### src/rtl/sync_fifo_flex.sv
// Single-clock FIFO with power-of-two depth, optional first-word-fall-through read,
// almost-full/almost-empty flags, an occupancy count and sticky overflow/underflow errors.
// Latency: write-to-read is one edge. Standard mode registers read data one cycle after rd_en_i.
//   FWFT mode presents the head word combinationally.
// Backpressure: writes are dropped when full and set overflow_o. Reads are dropped when empty
//   and set underflow_o. Dropped operations never touch storage or pointers.
// Ports:
//   clk_i, areset_i          clock; asynchronous active-high reset
//   wr_data_i, wr_en_i       write side
//   rd_en_i                  read request (FWFT: pop head word)
//   clr_err_i                clears sticky overflow_o/underflow_o (a same-cycle set wins)
//   rd_data_o, rd_valid_o    read side
//   fifo_full_o, fifo_empty_o, almost_full_o, almost_empty_o, count_o   status
//   overflow_o, underflow_o  sticky error flags
module sync_fifo_flex #(
  parameter int DATA_WIDTH = 32,
  parameter int ADDR_WIDTH = 4,
  parameter int FWFT       = 0,
  parameter int AF_THRESH  = 14,
  parameter int AE_THRESH  = 2
) (
  input  logic                  clk_i,
  input  logic                  areset_i,
  input  logic [DATA_WIDTH-1:0] wr_data_i,
  input  logic                  wr_en_i,
  input  logic                  rd_en_i,
  input  logic                  clr_err_i,
  output logic [DATA_WIDTH-1:0] rd_data_o,
  output logic                  rd_valid_o,
  output logic                  fifo_full_o,
  output logic                  fifo_empty_o,
  output logic                  almost_full_o,
  output logic                  almost_empty_o,
  output logic [ADDR_WIDTH:0]   count_o,
  output logic                  overflow_o,
  output logic                  underflow_o
);

  localparam int DEPTH = 1 << ADDR_WIDTH;
  localparam logic [ADDR_WIDTH:0] LP_AF = (ADDR_WIDTH+1)'(AF_THRESH);
  localparam logic [ADDR_WIDTH:0] LP_AE = (ADDR_WIDTH+1)'(AE_THRESH);

  if (ADDR_WIDTH < 1) begin : g_bad_aw
    $error("sync_fifo_flex: ADDR_WIDTH must be >= 1");
  end
  if (AF_THRESH < 1 || AF_THRESH > DEPTH - 1) begin : g_bad_af
    $error("sync_fifo_flex: AF_THRESH out of range 1..DEPTH-1");
  end
  if (AE_THRESH < 1 || AE_THRESH > DEPTH - 1) begin : g_bad_ae
    $error("sync_fifo_flex: AE_THRESH out of range 1..DEPTH-1");
  end

  logic [DATA_WIDTH-1:0] r_mem [DEPTH];
  logic [ADDR_WIDTH:0]   r_wr_ptr;
  logic [ADDR_WIDTH:0]   r_rd_ptr;
  logic                  r_overflow;
  logic                  r_underflow;

  logic                  w_full;
  logic                  w_empty;
  logic [ADDR_WIDTH:0]   w_count;
  logic                  w_wr_acc;
  logic                  w_rd_acc;

  // The extra pointer MSB tells full from empty when the address bits match.
  assign w_empty  = (r_wr_ptr == r_rd_ptr);
  assign w_full   = (r_wr_ptr[ADDR_WIDTH] != r_rd_ptr[ADDR_WIDTH]) &&
                    (r_wr_ptr[ADDR_WIDTH-1:0] == r_rd_ptr[ADDR_WIDTH-1:0]);
  assign w_count  = r_wr_ptr - r_rd_ptr;
  assign w_wr_acc = wr_en_i & ~w_full;
  assign w_rd_acc = rd_en_i & ~w_empty;

  assign fifo_full_o    = w_full;
  assign fifo_empty_o   = w_empty;
  assign count_o        = w_count;
  assign almost_full_o  = (w_count >= LP_AF);
  assign almost_empty_o = (w_count <= LP_AE);
  assign overflow_o     = r_overflow;
  assign underflow_o    = r_underflow;

  // Storage is deliberately left unreset.
  always_ff @(posedge clk_i) begin
    if (w_wr_acc) begin
      r_mem[r_wr_ptr[ADDR_WIDTH-1:0]] <= wr_data_i;
    end
  end

  always_ff @(posedge clk_i or posedge areset_i) begin
    if (areset_i) begin
      r_wr_ptr <= '0;
      r_rd_ptr <= '0;
    end else begin
      if (w_wr_acc) r_wr_ptr <= r_wr_ptr + 1'b1;
      if (w_rd_acc) r_rd_ptr <= r_rd_ptr + 1'b1;
    end
  end

  // A new error in the same cycle as clr_err_i must survive the clear.
  always_ff @(posedge clk_i or posedge areset_i) begin
    if (areset_i) begin
      r_overflow  <= 1'b0;
      r_underflow <= 1'b0;
    end else begin
      r_overflow  <= (wr_en_i & w_full)  | (r_overflow  & ~clr_err_i);
      r_underflow <= (rd_en_i & w_empty) | (r_underflow & ~clr_err_i);
    end
  end

  if (FWFT != 0) begin : g_fwft
    assign rd_data_o  = r_mem[r_rd_ptr[ADDR_WIDTH-1:0]];
    assign rd_valid_o = ~w_empty;
  end else begin : g_std
    logic [DATA_WIDTH-1:0] r_rd_data;
    logic                  r_rd_valid;

    always_ff @(posedge clk_i or posedge areset_i) begin
      if (areset_i) begin
        r_rd_data  <= '0;
        r_rd_valid <= 1'b0;
      end else begin
        r_rd_valid <= w_rd_acc;
        if (w_rd_acc) r_rd_data <= r_mem[r_rd_ptr[ADDR_WIDTH-1:0]];
      end
    end

    assign rd_data_o  = r_rd_data;
    assign rd_valid_o = r_rd_valid;
  end

endmodule

### config.mk
export PLATFORM = sky130hd
export DESIGN_NAME = sync_fifo_flex
export DESIGN_NICKNAME = d
export VERILOG_FILES = /design/src/rtl/sync_fifo_flex.sv
export SDC_FILE = /design/constraint.sdc
export NUM_CORES = 1
export LEC_CHECK = 0
export CAP_MARGIN = 0
export CORE_MARGIN = 2
export CORE_UTILIZATION = 50
export CTS_BUF_LIST = sky130_fd_sc_hd__clkbuf_8
export CTS_CLUSTER_SIZE = 10
export DETAILED_ROUTE_END_ITERATION = 6
export GPL_TIMING_DRIVEN = 0
export HOLD_SLACK_MARGIN = 0.15
export PLACE_DENSITY = 0.67
export SETUP_SLACK_MARGIN = 0.2
export SKIP_LAST_GASP = 1
export SLEW_MARGIN = 20
export SYNTH_ARGS = -nofsm -noshare
export SYNTH_HDL_FRONTEND = slang
export SYNTH_SLANG_ARGS = --single-unit
### constraint.sdc
create_clock -name clk_i -period 14.4 [get_ports clk_i]
set_clock_uncertainty 0.1 [all_clocks]
set_input_delay 4.32 -clock clk_i [delete_from_list [all_inputs] [get_ports clk_i]]
set_output_delay 4.32 -clock clk_i [all_outputs]
set_load 0.005 [all_outputs]
==> metrics.yaml <==
floorplanning:
  placementRows: 75
  die_width_um: 211
  die_h_um: 211
  io_pins: 81
  core-area_um2: 42000
  die-area_um2: 44400
  start_util_pct: 50.9
synth:
  ys_seq_elements: 557
  synthesis.area_um2: 21400
  synth.net_count: 1136
  ys_seq_area_share_pct: 77.2
  synthCells: 1089
  avgSynthCellArea_um2: 19.6
  async_flop_share_pct: 8.08
  synth.area.top_cells: "edfxtp_1 72%, mux4_2 6.7%, mux2i_1 6.0%"
  synth_ff_type: "edfxtp_1"
  synth_edf_count: 512
  yosysTopAreaCell: "edfxtp_1"
  synth_common_cells: "512 x edfxtp_1, 128 x mux2i_1, 64 x mux4_2, 64 x o22ai_1"
  synthMostInstantiatedCell: "edfxtp_1"
  synth_top_area_share_pct: 71.9
  synth_cell_types: 36
  yosys_warnings: 0
global_routing:
  grt_pass1_vias: 11100
  antenna_found_initial: 1
  grt_max_degree: 46
  grt_use_total_pct: 21.7
  gr-total-overflow: 0
  grt_first_pass_wirelength_um: 70300
cts:
  post_cts_buffers: 0
  clock_latency_ns: 0.64
  cts.sinks: 557
  clock_path_buffers: 3
  clockRootBuffer: "clkbuf_8"
  cts_tree: "built"
  ctsResizeCount: 0
  htreeDepth: 3
  path_clk_slew_ns: 0.06
  postCtsHoldBufs: 0
  cts_buffers: 89
cells_and_area:
  regArea_um2: 16500
  area_growth_pct: 17.0
  layout.nets: 1337
  drive_gt1_share_pct: 20.1
  fin_cells: 1897
  fill_cells: 3087
  multi_input_area_um2: 4640
route:
  ant_nets: 0
  vias_per_cell: 5.78
  postRouteWirelength_um: 47100
  firstDrtPassIters: 5
  vias: 11000
  post-route-drc-count: 0
  wl_per_cell_um: 24.8
  drt-initial-drc-count: 1061
status:
  status: "completed"
placed_design:
  placed_cells: 1738
  place_ws_ns: 6.04
  gp_congestion: 0.762
  place_hpwl_um: 30500
  port_buffers: 80
power_and_ir_drop:
  switching_share_pct: 31.3
  p_leak_uw: 0.00858
  p_clk_share_pct: 25.0
  total_power_uw: 4890
  power_frac_comb_pct: 32.9
  power_density_nw_per_um2: 195
  peakVddDrop_mv: 0.100
  switching_power_uw: 1530
  seqPwrFrac_pct: 42.0
  intPower_uw: 3360
flow_run:
  maxCapViolCount: 0
sta:
  slew_headroom_pct: 33.4
  max_freq_ghz: 0.111
  worst_pin_slew_ns: 0.998
  rsz0062_at_grt: "false"
  finalCritPeriodShare_pct: 62.8
  fin_setup_tns_ns: 0
  drv_slew: 0
  fin_ws_ns: 5.35
  setup_viol: 0
  hold_viol_final: 0
  min_period_ns: 9.05
critical_path:
  path_buf_inv: 4
  crit_top_cell: "clkbuf_1"
  crit_path_cell_trace: "clkbuf_1 -> clkbuf_1 -> inv_1 -> ha_1 -> nor2b_1 -> o21a_1 -> or3_1 -> a211oi_1 -> clkdlybuf4s50_1"
  critical_path.max_fanout: 11
  criticalPathCategory: "register to output port"
  cp-end-kind: "output port"
  crit_slowest_cell: "clkbuf_1"
  setup.worst_path.start_class: "register"
  cp_slowest_stage_delay_ns: 0.81
  cp.required_ns: 9.98
  arrival_ns: 4.63
  path_delay_family: "buffers and inverters"
hold_path:
  holdCritPathClass: "register to register"
cell type report:
cell class | instances | area share [%]
sequential | 557 | 66.0
multi-input combinational | 461 | 18.6
clock buffer | 98 | 5.39
timing repair buffer | 110 | 4.91
tap | 539 | 2.70
buffer | 60 | 1.23
clock inverter | 60 | 1.06
inverter | 11 | 0.175
antenna | 1 | 0.0100
worst paths after layout:
kind / start / to / slack, ns / depth (start not counted)
setup / recovery: r_rd_ptr[1] / almost_empty_o / 5.35 / 9
hold / removal: rd_data_o[8] / rd_data_o[8] / 0.42 / 2
setup reg to reg: r_rd_ptr[1] / r_mem[0][18] / 8.78 / 11
hold reg to reg: rd_data_o[8] / rd_data_o[8] / 0.42 / 2
max in group asynchronous: areset_i / rd_data_o[19] / 9.65 / 2
min in group asynchronous: areset_i / rd_data_o[30] / 4.07 / 2
state kept, by name, summed over array words and instances (netlist names):
name / cells
rd_valid_o: 1
overflow_o: 1
underflow_o: 1
r_rd_ptr: 5
r_mem: 512
r_wr_ptr: 5
rd_data_o: 32
worst reg2reg max path: stages, from the launching register on:
cell,delay [ns]
dfrtp_1,0.38
clkbuf_1,0.66
clkbuf_1,0.82
inv_1,0.31
ha_1,0.39
and4_1,0.21
a21boi_1,0.55
nand2_1,0.39
nor3_2,0.71
buf_4,0.34
buf_4,0.23
buf_4,0.22
cell families (layout without fill, tap and decap cells):
group	Yosys count	count (layout)	synth area share, %
DFF	557	557	77.2
muxes	224	224	14.4
AOI/OAI and AO/OA	141	141	4.14
and+or+nand+nor	74	74	1.53
buffers and inverters	71	339	1.63
xor gates and xnor gates	12	12	0.492
adders and majority gates	10	10	0.620
other	0	1	0
routing by layer:
| metal | part of all wire [%] | routed length [um] | vias up | track usage [%] |
|---|---|---|---|---|
| met1 | 43 | 20500 | 5719 | 30.3 |
| met5 | 0.028 | 13 | - | 0 |
| met2 | 49 | 22900 | 344 | 34.9 |
| met3 | 6.2 | 2910 | 65 | 4.71 |
| met4 | 1.6 | 749 | 2 | 6.02 |
| li1 | - | - | 4843 | - |
power by group through the flow:
| stage | sequential [uW] | combinational [uW] | clock (uW) |
|---|---|---|---|
| floorplan | 2070 | 984 | 0 |
| global placement | 2100 | 1540 | 0 |
| detailed placement | 2090 | 1620 | 0 |
| CTS | 2060 | 1630 | 1250 |
| global route | 2070 | 1730 | 1320 |
| finish | 2050 | 1610 | 1220 |
cells in the final DEF (no fill, tap or decap), drive strengths merged:
master	netlist	routed
a21oi	33	33
and2	1	1
or3	1	1
a21boi	2	2
a211oi	33	33
or3b	1	1
inv	11	53
a41o	1	1
nand4	5	5
and4	1	1
dfrtp	45	45
nand3b	2	2
diode	0	1
xor2	3	3
nor2	45	45
nor2b	1	1
mux2i	128	128
ha	9	9
mux4	64	64
xnor2	9	9
edfxtp	512	512
mux2	32	32
nand3	1	1
o21ai	5	5
clkdlybuf4s50	0	80
bufinv	0	1
o21a	1	1
clkinv	0	15
fa	1	1
nand2	10	10
buf	25	55
clkinvlp	0	2
clkbuf	35	133
nand2b	2	2
o22ai	64	64
nor3	4	4
a21o	2	2
per-stage QoR:
stage	hold WS [ns]	util, %	cell area (um2)
2_1_floorplan	0.402	-	21400
3_3_place_gp	0.409	54.4	22900
3_5_place_dp	0.418	55.6	23400
6_report	0.423	59.5	25000
5_1_grt	0.447	59.5	25000
4_1_cts	0.429	59.5	25000
Note: power is estimated with default switching activity, not from simulation.
